**config.mk**
```make
export PLATFORM = sky130hd
export DESIGN_NAME = spi_text_cmd_decoder
export DESIGN_NICKNAME = d
export VERILOG_FILES = /design/src/rtl/spi_text_pkg.sv /design/src/rtl/text_cursor.sv /design/src/rtl/spi_text_cmd_decoder.sv
export SDC_FILE = /design/constraint.sdc
export NUM_CORES = 1
export LEC_CHECK = 0
export ABC_AREA = 1
export CORE_MARGIN = 4
export CORE_UTILIZATION = 52
export CTS_CLUSTER_DIAMETER = 120
export DETAILED_ROUTE_END_ITERATION = 8
export MAX_ROUTING_LAYER = met4
export PLACE_DENSITY = 0.76
export SYNTH_ARGS = -nofsm -noshare
export SYNTH_HDL_FRONTEND = slang
export SYNTH_SLANG_ARGS = --single-unit
```
**constraint.sdc**
```tcl
create_clock -name clk -period 2.64 [get_ports clk]
set_input_delay 0.528 -clock clk [delete_from_list [all_inputs] [get_ports clk]]
set_output_delay 0.528 -clock clk [all_outputs]
set_load 0.03 [all_outputs]
```
**src/rtl/spi_text_pkg.sv**
```systemverilog
// Shared opcodes, state encoding and helpers for the SPI text-mode
// command decoder.
package spi_text_pkg;

  localparam logic [7:0] OP_SET_CURSOR = 8'h01;
  localparam logic [7:0] OP_WRITE_CHAR = 8'h02;
  localparam logic [7:0] OP_CLEAR      = 8'h03;
  localparam logic [7:0] OP_SET_ATTR   = 8'h04;
  localparam logic [7:0] CHAR_SPACE    = 8'h20;

  typedef enum logic [2:0] {
    IDLE,
    ARG_ROW,
    ARG_COL,
    ARG_CHAR,
    ARG_ATTR,
    CLEARING
  } state_e;

  // Shift-add form of row*cols; cols is a constant so this folds
  // down to a few adders.
  function automatic logic [15:0] row_base(
    input logic [4:0]  row,
    input logic [15:0] cols
  );
    logic [15:0] acc;
    acc = '0;
    for (int i = 0; i < 5; i++) begin
      if (row[i]) acc = acc + (cols << i);
    end
    return acc;
  endfunction

endpackage

```
**src/rtl/text_cursor.sv**
```systemverilog
// Text cursor: row/col plus the matching linear cell address,
// with load, advance-with-wrap and zero operations.
module text_cursor
  import spi_text_pkg::*;
#(
  parameter int COLS   = 80,
  parameter int ROWS   = 30,
  parameter int ADDR_W = 12
) (
  input  logic              clk,
  input  logic              rst,
  input  logic              load_i,
  input  logic              adv_i,
  input  logic              zero_i,
  input  logic [4:0]        row_i,
  input  logic [6:0]        col_i,
  output logic [4:0]        row_o,
  output logic [6:0]        col_o,
  output logic [ADDR_W-1:0] lin_o
);

  localparam logic [4:0]  ROW_MAX = 5'(ROWS - 1);
  localparam logic [6:0]  COL_MAX = 7'(COLS - 1);
  localparam logic [15:0] COLS_W  = 16'(COLS);

  logic [4:0]        row_q, row_d;
  logic [6:0]        col_q, col_d;
  logic [ADDR_W-1:0] lin_q, lin_d;

  always_comb begin
    row_d = row_q;
    col_d = col_q;
    lin_d = lin_q;
    unique case (1'b1)
      zero_i: begin
        row_d = '0;
        col_d = '0;
        lin_d = '0;
      end
      load_i: begin
        row_d = row_i;
        col_d = col_i;
        lin_d = ADDR_W'(row_base(row_i, COLS_W))
              + ADDR_W'(col_i);
      end
      adv_i: begin
        if (col_q == COL_MAX) begin
          col_d = '0;
          if (row_q == ROW_MAX) begin
            row_d = '0;
            lin_d = '0;
          end else begin
            row_d = row_q + 5'd1;
            lin_d = lin_q + ADDR_W'(1);
          end
        end else begin
          col_d = col_q + 7'd1;
          lin_d = lin_q + ADDR_W'(1);
        end
      end
      default: ;
    endcase
  end

  always_ff @(posedge clk) begin
    if (rst) begin
      row_q <= '0;
      col_q <= '0;
      lin_q <= '0;
    end else begin
      row_q <= row_d;
      col_q <= col_d;
      lin_q <= lin_d;
    end
  end

  assign row_o = row_q;
  assign col_o = col_q;
  assign lin_o = lin_q;

endmodule

```
**src/rtl/spi_text_cmd_decoder.sv**
```systemverilog
// Turns SPI bytes into text-mode commands driving the write port
// of the VGA character RAM.
module spi_text_cmd_decoder
  import spi_text_pkg::*;
#(
  parameter int         COLS       = 80,
  parameter int         ROWS       = 30,
  parameter int         ADDR_W     = 12,
  parameter logic [7:0] ATTR_RESET = 8'h0F
) (
  input  logic              clk,
  input  logic              rst,
  input  logic [7:0]        spi_byte,
  input  logic              spi_done,
  input  logic              spi_cs,
  output logic [ADDR_W-1:0] ram_addr,
  output logic [15:0]       ram_wdata,
  output logic              ram_we,
  output logic              busy,
  output logic [4:0]        cursor_row,
  output logic [6:0]        cursor_col,
  output logic              cmd_error,
  output logic              overrun
);

  localparam int         CW     = ADDR_W + 1;
  localparam logic [CW-1:0] CELLS = CW'(COLS * ROWS);
  localparam logic [7:0] ROWS_B = 8'(ROWS);
  localparam logic [7:0] COLS_B = 8'(COLS);

  state_e            state_q, state_d;
  logic              done_q, cs_q;
  logic [7:0]        attr_q, attr_d;
  logic [7:0]        rarg_q, rarg_d;
  logic [CW-1:0]     clr_q, clr_d;
  logic [ADDR_W-1:0] addr_q, addr_d;
  logic [15:0]       wdata_q, wdata_d;
  logic              we_q, we_d;
  logic              busy_q, busy_d;
  logic              err_q, err_d;
  logic              ovr_q, ovr_d;

  logic              strobe, fend, take;
  logic              cur_load, cur_adv, cur_zero;
  logic [ADDR_W-1:0] cur_lin;

  assign strobe = spi_done & ~done_q;
  assign fend   = spi_cs & ~cs_q;
  assign take   = strobe & ~fend;

  text_cursor #(
    .COLS   (COLS),
    .ROWS   (ROWS),
    .ADDR_W (ADDR_W)
  ) u_cursor (
    .clk    (clk),
    .rst    (rst),
    .load_i (cur_load),
    .adv_i  (cur_adv),
    .zero_i (cur_zero),
    .row_i  (rarg_q[4:0]),
    .col_i  (spi_byte[6:0]),
    .row_o  (cursor_row),
    .col_o  (cursor_col),
    .lin_o  (cur_lin)
  );

  always_comb begin
    state_d  = state_q;
    attr_d   = attr_q;
    rarg_d   = rarg_q;
    clr_d    = clr_q;
    addr_d   = addr_q;
    wdata_d  = wdata_q;
    we_d     = 1'b0;
    busy_d   = busy_q;
    err_d    = err_q;
    ovr_d    = ovr_q;
    cur_load = 1'b0;
    cur_adv  = 1'b0;
    cur_zero = 1'b0;
    unique case (state_q)
      IDLE: begin
        if (take) begin
          unique case (spi_byte)
            OP_SET_CURSOR: state_d = ARG_ROW;
            OP_WRITE_CHAR: state_d = ARG_CHAR;
            OP_SET_ATTR:   state_d = ARG_ATTR;
            OP_CLEAR: begin
              // first cell is written now so busy spans
              // exactly one cycle per cell
              state_d = CLEARING;
              we_d    = 1'b1;
              addr_d  = '0;
              wdata_d = {attr_q, CHAR_SPACE};
              busy_d  = 1'b1;
              clr_d   = CW'(1);
            end
            default: err_d = 1'b1;
          endcase
        end
      end
      ARG_ROW: begin
        if (fend) begin
          state_d = IDLE;
        end else if (strobe) begin
          rarg_d  = spi_byte;
          state_d = ARG_COL;
        end
      end
      ARG_COL: begin
        if (fend) begin
          state_d = IDLE;
        end else if (strobe) begin
          if (rarg_q < ROWS_B && spi_byte < COLS_B) begin
            cur_load = 1'b1;
          end else begin
            err_d = 1'b1;
          end
          state_d = IDLE;
        end
      end
      ARG_CHAR: begin
        if (fend) begin
          state_d = IDLE;
        end else if (strobe) begin
          we_d    = 1'b1;
          addr_d  = cur_lin;
          wdata_d = {attr_q, spi_byte};
          cur_adv = 1'b1;
          state_d = IDLE;
        end
      end
      ARG_ATTR: begin
        if (fend) begin
          state_d = IDLE;
        end else if (strobe) begin
          attr_d  = spi_byte;
          state_d = IDLE;
        end
      end
      CLEARING: begin
        if (strobe) ovr_d = 1'b1;
        if (clr_q == CELLS) begin
          busy_d   = 1'b0;
          cur_zero = 1'b1;
          state_d  = IDLE;
        end else begin
          we_d    = 1'b1;
          addr_d  = clr_q[ADDR_W-1:0];
          wdata_d = {attr_q, CHAR_SPACE};
          clr_d   = clr_q + CW'(1);
        end
      end
      default: state_d = IDLE;
    endcase
  end

  always_ff @(posedge clk) begin
    if (rst) begin
      state_q <= IDLE;
      done_q  <= 1'b0;
      cs_q    <= 1'b1;
      attr_q  <= ATTR_RESET;
      rarg_q  <= '0;
      clr_q   <= '0;
      addr_q  <= '0;
      wdata_q <= '0;
      we_q    <= 1'b0;
      busy_q  <= 1'b0;
      err_q   <= 1'b0;
      ovr_q   <= 1'b0;
    end else begin
      state_q <= state_d;
      done_q  <= spi_done;
      cs_q    <= spi_cs;
      attr_q  <= attr_d;
      rarg_q  <= rarg_d;
      clr_q   <= clr_d;
      addr_q  <= addr_d;
      wdata_q <= wdata_d;
      we_q    <= we_d;
      busy_q  <= busy_d;
      err_q   <= err_d;
      ovr_q   <= ovr_d;
    end
  end

  assign ram_addr  = addr_q;
  assign ram_wdata = wdata_q;
  assign ram_we    = we_q;
  assign busy      = busy_q;
  assign cmd_error = err_q;
  assign overrun   = ovr_q;

endmodule

```
==> out/metrics.cfg, run 1 <==
[cells_and_area]
layout-drive-gt1-share = 0.0809
stdcell_count = 920
syn2layout_area_growth_pct = 17.9
nets = 811
antennaDiodeCount = 0

[die]
core_region_area_mm2 = 0.00928
fp.dieH_um = 106
initial_core_util = 0.535
ios = 56
dieArea_mm2 = 0.0112
rows = 35
fp.dieW_um = 106

[setup_path]
cp_max_fo = 5
arrival_ns = 2.71
worstPathRequired_ns = 2.92
start_kind = register
critPathKind = reg2reg
worst_setup_path_end_kind = register

[placed_design]
dp.cells = 904
io_buffer_count = 55
place_hpwl_um = 9610
place_congestion = 0.930

[drt]
viasPerCell = 5.44
wl_per_cell_um = 14.2
firstDrtPassIters = 5
ant_nets = 0
drc = 0
vias = 5006
routed_wirelength_um = 13100
drt_iter0_markers = 236

[logic_synthesis]
yosysUniqueCellTypes = 38
ys_warn_count = 0
yosysSeqAreaShare = 0.363
netlist_area_mm2 = 0.00497
synth_seq_cells = 90
syn_inst = 733
syn_area_per_cell_um2 = 6.78
syn-num-nets = 758

[grt]
top_usage_layer = met2
grt_overflow_total = 0
grtUsageMet3 = 0.0447
grt_use_met2 = 0.388
antenna_found_initial = 0
grt_start_max_net_pins = 42
track_usage = 0.248
grt_pass1_wl_um = 22100
grt_pass1_vias = 4654
grtUsageMet1 = 0.330

[clock_network]
hold_buffers = 0
cts_tree = done
cts-buffers-inserted = 9
clockRootBuffer = clkbuf_8
clockBufferDepth = 2
clk_latency_ns = 0.37
cts.sink_count = 90
htree_levels = 3
clkSlewWorstSetupHoldPaths_ns = 0.10

[power_and_ir_drop]
switching_share = 0.264
switching_power_w = 0.000632
vdd_drop_max_uv = 261
p_leak_nw = 2.39
clock_power_share = 0.381
power_frac_seq = 0.569
combPwrFrac = 0.050
p_per_area_mw_per_mm2 = 409
intPower_w = 0.00176

[sta]
slew_violations = 0
final_hold_viol_count = 0
fin_crit_ns = 2.43
hold-worst-slack_ns = 0.448
finalSetupViolCount = 0
rsz0062_at_grt = false
worst_pin_slew_ns = 0.477
period_share = 0.922
skew_ns = 0.0192
fmax_ghz = 0.411
slew_headroom = 0.682
setup_tns_ns = 0

[hold_path]
hold_class = reg2reg

[run_status]
outcome = finished, final reports clean

[flow_run]
maxCapViolations = 0

## final cells by class
class / count / area [µm²]
Clock buffer: 9 / 124
Sequential cell: 90 / 1810
Timing Repair Buffer: 70 / 701
Fill cell: 871 / 3430
Tap cell: 129 / 161
Multi-Input combinational cell: 508 / 2610
Inverter: 107 / 402
Clock inverter: 7 / 58.8
## cell usage after synthesis
master,n,share of area
nand2_1,124,0.094
inv_1,99,0.075
dfxtp_1,90,0.36
nor2_1,77,0.058
o21ai_0,69,0.070
a21oi_1,68,0.068
nand3_1,61,0.061
o22ai_1,20,0.025
nor3_1,13,0.013
clkbuf_1,12,0.0091
ha_1,12,0.030
o21ai_1,10,0.010
xor2_1,9,0.016
inv_2,8,0.0060
nand4_1,8,0.010
buf_2,7,0.0071
nand2_2,7,0.0088
buf_6,5,0.011
o211ai_1,5,0.0076
or2_2,4,0.0050
xnor2_1,3,0.0053
buf_4,2,0.0030
nand3_2,2,0.0040
nor2_4,2,0.0045
nor3_2,2,0.0040
nor3_4,2,0.0065
a31oi_1,1,0.0013
buf_1,1,0.00075
clkbuf_2,1,0.0010
fa_1,1,0.0040
nand2_4,1,0.0023
nand3_4,1,0.0035
nand3b_1,1,0.0015
nand4_4,1,0.0043
nor2_2,1,0.0013
nor3b_1,1,0.0015
o311ai_0,1,0.0018
or2_0,1,0.0013
## placed cells by master, fill, tap and decap left out, types with 2 or more instances in the layout
cell / netlist / routed
nand2_1: 124 / 124
inv_1: 99 / 99
dfxtp_1: 90 / 88
nor2_1: 77 / 77
o21ai_0: 69 / 69
a21oi_1: 68 / 68
nand3_1: 61 / 61
clkdlybuf4s50_1: 0 / 55
o22ai_1: 20 / 20
nor3_1: 13 / 13
ha_1: 12 / 12
buf_4: 2 / 12
o21ai_1: 10 / 10
xor2_1: 9 / 9
clkbuf_8: 0 / 9
nand4_1: 8 / 8
inv_2: 8 / 8
nand2_2: 7 / 7
o211ai_1: 5 / 5
or2_2: 4 / 4
xnor2_1: 3 / 3
inv_6: 0 / 3
buf_12: 0 / 3
nand3_2: 2 / 2
nor3_2: 2 / 2
nor3_4: 2 / 2
nor2_4: 2 / 2
## kinds of logic after synthesis
family,after synthesis,synth area share
and+or+nand+nor,309,0.285
adders and majority gates,13,0.0342
xor gates and xnor gates,12,0.0212
DFF,90,0.363
buffers and inverters,135,0.113
AOI/OAI and AO/OA,174,0.184
## per-layer routing
metal	routed length [µm]	share of wire
met1	6060	0.46
met2	5950	0.45
met3	881	0.067
met4	217	0.017
met5	0	0
## state kept, by name (all words and copies together), names as in the netlist
| signal | count |
|---|---|
| overrun | 1 |
| u_cursor.col_o | 7 |
| ram_wdata | 16 |
| ram_we | 1 |
| u_cursor.lin_o | 12 |
| u_cursor.row_o | 5 |
| clr_q | 13 |
| cmd_error | 1 |
| rarg_q | 8 |
| busy | 1 |
| done_q | 1 |
| attr_q | 8 |
| cs_q | 1 |
| ram_addr | 12 |
| state_q | 3 |
## through the flow
| stage | util | total power [W] | cell area [µm²] | worst slack, ns |
|---|---|---|---|---|
| global route | 0.631 | 0.00247 | 5860 | 0.0108 |
| CTS | 0.630 | 0.00240 | 5850 | 0.116 |
| detailed placement | 0.611 | 0.00151 | 5670 | 0.114 |
| finish | 0.631 | 0.00239 | 5860 | 0.205 |
| global placement | 0.611 | 0.00151 | 5670 | 0.169 |
| floorplan | - | 0.00146 | 4970 | 0.321 |
## worst max-delay path: stages, from the launching register on
cell,delay (ns)
dfxtp_2,0.36
ha_1,0.33
nand2_1,0.10
nand2_1,0.06
ha_1,0.17
inv_1,0.06
nand2_1,0.05
nand2_1,0.09
nand2_1,0.07
ha_1,0.28
or2_2,0.28
nand2_1,0.11
inv_1,0.06
nand2_1,0.06
nand2_1,0.04
nand3_1,0.06
nand3_1,0.06
nand2_1,0.06
inv_1,0.03
## worst paths after layout
check	startpoint	endpoint	slack (ns)	depth (start not counted)
worst min register to register	attr_q[0]	ram_wdata[8]	0.45	2
worst max-delay path	rarg_q[0]	u_cursor.lin_o[10]	0.21	18
worst min-delay path	attr_q[0]	ram_wdata[8]	0.45	2
worst max register to register	rarg_q[0]	u_cursor.lin_o[10]	0.21	18
## power by group through the flow
stage	Combinational (W)	Clock [W]	Sequential [W]
after floorplan	0.0000566	0	0.00140
after global routing	0.000131	0.000976	0.00136
after global placement	0.000117	0	0.00140
after detailed placement	0.000118	0	0.00140
after CTS	0.000119	0.000916	0.00136
final	0.000119	0.000911	0.00136
## repair_timing
item	in CTS	in global routing
endpoints found under the setup margin	0	3
setup buffers	0	0
endpoints found under the hold margin	0	0
gates resized for setup	0	3
No activity file was read; power rests on OpenSTA's default activity.
==> run 2: changes to the inputs <==
Settings changed: CELL_PAD_IN_SITES_DETAIL_PLACEMENT set to 0, CELL_PAD_IN_SITES_GLOBAL_PLACEMENT set to 1, CORE_UTILIZATION 52 to 40, PLACE_DENSITY 0.76 to 0.8, SLEW_MARGIN set to 15.
==> run 2 against run 1 <==
Against the previous run:
- critical path type unchanged
- combinational power barely moved
- critical path depth fell by 2
- fmax rose by 1.8%
- final cell count rose by 4.5%
- routed wire length rose by 3.7%
- setup slack improved by 0.043 ns
==> out/metrics.cfg, run 2 (synthesis gave the netlist of run 1 again) <==
[run_status]
outcome = finished, final reports clean

[die]
initial_core_util = 0.412  ; -0.123
rows = 40  ; +14%
fp.dieH_um = 119  ; +13%
ios = 56  ; unchanged
core_region_area_mm2 = 0.0121  ; +30%
dieArea_mm2 = 0.0143  ; +28%
fp.dieW_um = 119  ; +13%

[hold_path]
hold_class = reg2reg
min_to = ram_wdata[8]
hold_depth = 2  ; unchanged
hp-start = attr_q[0]

[sta]
setup_tns_ns = 0  ; unchanged
finalSetupViolCount = 0  ; unchanged
skew_ns = 0.00762  ; -0.0115 ns
slew_headroom = 0.664  ; -0.0176
slew_violations = 0  ; unchanged
final_hold_viol_count = 0  ; unchanged
fmax_ghz = 0.418  ; +1.8%
worst_pin_slew_ns = 0.503  ; +0.0258 ns
period_share = 0.906  ; -0.0164
fin_crit_ns = 2.39  ; -0.0433 ns
hold-worst-slack_ns = 0.449  ; +0.000490 ns
rsz0062_at_grt = false

[power_and_ir_drop]
p_per_area_mw_per_mm2 = 475  ; +16%
p_leak_nw = 2.47  ; +3.0%
vdd_drop_max_uv = 366  ; +41%

[grt]
grt_use_met2 = 0.315  ; -0.0734
grt_start_max_net_pins = 40  ; -4.8%
top_usage_layer = met2
antenna_found_initial = 0  ; unchanged
track_usage = 0.204  ; -0.0446
grt_overflow_total = 0  ; unchanged
grt_pass1_vias = 4722  ; +1.5%
grtUsageMet1 = 0.273  ; -0.0571
grt_pass1_wl_um = 23100  ; +4.7%
grtUsageMet3 = 0.0385  ; -0.00624

[placed_design]
place_congestion = 0.882  ; -5.2%
io_buffer_count = 55  ; unchanged
dp.cells = 945  ; +4.5%
place_hpwl_um = 9980  ; +3.8%

[setup_path]
reg2reg_to = u_cursor.lin_o[10]
start_kind = register
critPathKind = reg2reg
r2r_start = rarg_q[0]
cp_max_fo = 3  ; -2
worst_setup_path_end_kind = register
reg2regPathDepth = 16  ; -2
reg2reg_slack_ns = 0.25  ; +0.04 ns
worstPathRequired_ns = 2.89  ; -0.03 ns
arrival_ns = 2.64  ; -0.07 ns

[cells_and_area]
layout-drive-gt1-share = 0.0807  ; -0.000204
multi_input_area_mm2 = 0.00261  ; about the same
antennaDiodeCount = 0  ; unchanged
final_common_cell = nand2_1
nFillCells = 1247  ; +43%
largest_reg_flops = 16  ; unchanged
syn2layout_area_growth_pct = 21.9
stdcell_count = 961  ; +4.5%
final_cell_mix = nand2_1, inv_1, dfxtp_1, nor2_1, o21ai_0
regArea_mm2 = 0.00180  ; -0.28%
nets = 813  ; +0.25%

[clock_network]
cts_tree = done
htree_levels = 3  ; unchanged
cts-buffers-inserted = 9  ; unchanged
cts.sink_count = 90  ; unchanged
hold_buffers = 0  ; unchanged
clockBufferDepth = 2  ; unchanged
clockRootBuffer = clkbuf_16
post-cts-setup-buffer-count = 0  ; unchanged
clk_latency_ns = 0.35  ; -0.02 ns
clkSlewWorstSetupHoldPaths_ns = 0.07  ; -0.03 ns
cts_resized = 0  ; unchanged

[drt]
ant_nets = 0  ; unchanged
drt_iter0_markers = 292  ; +24%
firstDrtPassIters = 5  ; unchanged
routed_wirelength_um = 13600  ; +3.7%
viasPerCell = 5.11  ; -6.0%
drc = 0  ; unchanged
wl_per_cell_um = 14.1  ; -0.73%
vias = 4915  ; -1.8%

[flow_run]
maxCapViolations = 0  ; unchanged

==> run 2: changes by cell type in the layout (fill, tap and decap cells not counted), sizes merged <==
cell / previous run / this run
inv: 111 / 108
buf: 15 / 17
bufinv: 0 / 2
clkbuf: 9 / 10
==> run 2: metrics by stage <==
step                      setup slack (ns)  area [µm²]   util  power (W)
after floorplan                      0.321        4970      -    0.00146
after global placement               0.214        5730  0.475    0.00151
after detailed placement             0.144        5730  0.475    0.00151
after CTS                            0.234        6050  0.502    0.00291
after global routing                0.0383        6060  0.502    0.00298
final                                0.248        6060  0.502    0.00288
==> run 2: layout make-up <==
type / instances / share of cell area
multi-input combinational: 508 / 0.431
sequential: 90 / 0.298
timing repair buffer: 72 / 0.118
inverter: 107 / 0.0663
clock buffer: 10 / 0.0378
tap: 168 / 0.0347
clock inverter: 6 / 0.0149
==> run 2: power by group <==
part	internal [W]	switching, W	total (W)	leakage, nW
registers	0.00136	0.00000305	0.00136	0.726
clock network	0.000833	0.000563	0.00140	0.153
logic	0.0000409	0.0000748	0.000116	1.59
total	0.00224	0.000641	0.00288	2.47
==> run 2: layer usage <==
metal	routed length, µm	part of all wire
met1	6730	0.49
met2	6090	0.45
met3	555	0.041
met4	220	0.016
met5	0	0
==> run 2: worst max-delay path: stages, from the launching register on <==
cell,delay [ns]
dfxtp_1,0.32
ha_1,0.33
nand2_1,0.10
nand2_1,0.06
ha_1,0.29
nand2_1,0.09
nand2_1,0.09
ha_1,0.27
or2_2,0.30
nand2_2,0.09
inv_1,0.05
nand2_1,0.06
nand2_1,0.04
nand3_1,0.06
nand3_1,0.06
nand2_1,0.06
inv_1,0.03
==> run 2: worst max path at each step <==
stage | from | end
final | rarg_q[0] | u_cursor.lin_o[10]
after global routing | rarg_q[0] | u_cursor.lin_o[10]
after CTS | rarg_q[0] | u_cursor.lin_o[10]
after detailed placement | spi_byte[4] | u_cursor.lin_o[10]
after global placement | spi_byte[4] | u_cursor.lin_o[10]
after floorplan | rarg_q[1] | u_cursor.lin_o[10]
==> run 3: changes to the inputs <==
Settings changed: MAX_ROUTING_LAYER met4 to not set.
==> run 3 against run 2 <==
Against the previous run:
- core utilization grew 0.39 points
- die area unchanged
- largest cell class unchanged
- combinational power hardly changed
- count of clock-buffer cells in the layout unchanged
==> out/metrics.cfg, run 3 (synthesis gave the netlist of run 1 again) <==
[setup_path]
crit_start = rarg_q[0]
start_kind = register
worstPathRequired_ns = 2.89  ; about the same
r2r_start = rarg_q[0]
reg2regPathDepth = 18  ; +2
reg2reg_to = u_cursor.lin_o[10]
setup.worst_path.end = u_cursor.lin_o[10]
arrival_ns = 2.57  ; -0.07 ns
critPathKind = reg2reg
worst_setup_path_end_kind = register
reg2reg_slack_ns = 0.32  ; +0.07 ns
cp_max_fo = 3  ; unchanged

[run_status]
outcome = finished, final reports clean

[sta]
fmax_ghz = 0.432  ; +3.2%
setup_tns_ns = 0  ; unchanged
period_share = 0.878  ; -0.0282
slew_violations = 0  ; unchanged
slew_headroom = 0.685  ; +0.0207
worst_pin_slew_ns = 0.472  ; -0.0306 ns
final_hold_viol_count = 0  ; unchanged
finalSetupViolCount = 0  ; unchanged
rsz0062_at_grt = false
skew_ns = 0.00830  ; +0.000685 ns
fin_crit_ns = 2.32  ; -0.0744 ns

[grt]
antenna_found_initial = 0  ; unchanged
grt_overflow_total = 0  ; unchanged
grt_pass1_vias = 4771  ; +1.0%
grt_start_max_net_pins = 40  ; unchanged
track_usage = 0.199  ; -0.00505
grt_pass1_wl_um = 23200  ; +0.33%

[clock_network]
clockRootBuffer = clkbuf_16
htree_levels = 3  ; unchanged
post-cts-setup-buffer-count = 0  ; unchanged
cts_tree = done
clk_latency_ns = 0.35  ; about the same
clkSlewWorstSetupHoldPaths_ns = 0.07  ; about the same
cts.sink_count = 90  ; unchanged
clockBufferDepth = 2  ; unchanged
cts-buffers-inserted = 9  ; unchanged

[cells_and_area]
antennaDiodeCount = 0  ; unchanged
final_common_cell = nand2_1
largest_reg_flops = 16  ; unchanged
final_cell_mix = nand2_1, inv_1, dfxtp_1, nor2_1, o21ai_0
layout-drive-gt1-share = 0.0868  ; +0.00609
syn2layout_area_growth_pct = 22.8
nets = 815  ; +0.25%

[drt]
firstDrtPassIters = 4  ; -1
wl_per_cell_um = 14.1  ; -0.19%
dr_wl_met3_um = 629  ; +13%
vias = 4933  ; +0.37%
drc = 0  ; unchanged
ant_nets = 0  ; unchanged
topRoutingLayerUsed = met4
dr_wl_met2_um = 6110  ; +0.26%
wl_met1_um = 6560  ; -2.4%
drt_iter0_markers = 349  ; +20%
viasPerCell = 5.12  ; +0.16%
routed_wirelength_um = 13600  ; about the same

[power_and_ir_drop]
p_per_area_mw_per_mm2 = 490  ; +3.2%
switching_share = 0.212  ; -0.0105
combPwrFrac = 0.039  ; about the same
p_leak_nw = 2.49  ; +0.91%
switching_power_w = 0.000635  ; -0.90%
intPower_w = 0.00236  ; +5.4%
power_frac_seq = 0.456  ; -0.018
vdd_drop_max_uv = 313  ; -15%
clock_power_share = 0.505  ; +0.020
power_w = 0.00299  ; +4.0%

[hold_path]
hold_class = reg2reg

[die]
dieArea_mm2 = 0.0143  ; unchanged
fp.dieW_um = 119  ; unchanged
ios = 56  ; unchanged
fp.dieH_um = 119  ; unchanged
core_region_area_mm2 = 0.0121  ; unchanged
rows = 40  ; unchanged
initial_core_util = 0.412  ; unchanged

[placed_design]
place_congestion = 0.907  ; +2.8%
place_hpwl_um = 10100  ; +1.4%
io_buffer_count = 55  ; unchanged

[flow_run]
maxCapViolations = 0  ; unchanged

## run 3: per-stage QoR
| stage | cells | instance area (µm²) | hold WS, ns | setup slack [ns] | util |
|---|---|---|---|---|---|
| finish | 963 | 6100 | 0.448 | 0.323 | 0.506 |
| global route | 963 | 6100 | 0.465 | 0.0213 | 0.506 |
| CTS | 963 | 6090 | 0.450 | 0.232 | 0.505 |
| detailed placement | 947 | 5740 | 0.438 | 0.159 | 0.476 |
| global placement | 947 | 5740 | 0.437 | 0.190 | 0.476 |
| floorplan | 733 | 4970 | 0.424 | 0.321 | - |
## run 3: layout make-up
type,count,area [µm²]
clock inverters,6,113
repair buffers,74,718
flip-flops and latches,90,1800
well taps,168,210
fillers,1226,5960
multi-input cells,508,2620
clock buffers,10,239
inverters,107,402
## run 3: power by group through the flow
stage          registers [W]   logic, W  clock network (W)
2_1_floorplan        0.00140  0.0000566                  0
3_3_place_gp         0.00140   0.000115                  0
3_5_place_dp         0.00140   0.000116                  0
4_1_cts              0.00136   0.000116            0.00155
5_1_grt              0.00136   0.000128            0.00161
6_report             0.00136   0.000117            0.00151
## run 3: per-layer routing
layer  global-route usage  vias up
met5                    0        -
met4               0.0752        0
met3               0.0356       24
met2                0.312      114
met1                0.272     2274
li1                     -     2521
## run 3: what timing repair did
action                                  4_1_cts  5_1_grt
endpoints found under the setup margin        0        1
resized for setup                             0        3
hold buffers                                  0        0
## run 3: how the worst min path moves through the flow
stage                               end       from  cells past startpoint  slack [ns]
after floorplan           ram_wdata[10]  attr_q[2]                      2        0.42
after global placement     ram_wdata[9]  attr_q[1]                      2        0.44
after detailed placement   ram_wdata[9]  attr_q[1]                      2        0.44
after CTS                  ram_wdata[8]  attr_q[0]                      2        0.45
after global routing       ram_wdata[8]  attr_q[0]                      2        0.47
final                      ram_wdata[9]  attr_q[1]                      2        0.45
## run 3: critical path, cell delays in order (launching register included)
cell,delay [ns]
dfxtp_2,0.34
ha_4,0.24
nand2_1,0.08
nand2_1,0.06
ha_1,0.17
inv_1,0.06
nand2_1,0.05
nand2_1,0.09
nand2_1,0.07
ha_1,0.28
or2_2,0.28
nand2_1,0.10
inv_1,0.07
nand2_1,0.06
nand2_1,0.05
nand3_1,0.06
nand3_1,0.06
nand2_1,0.06
inv_1,0.03
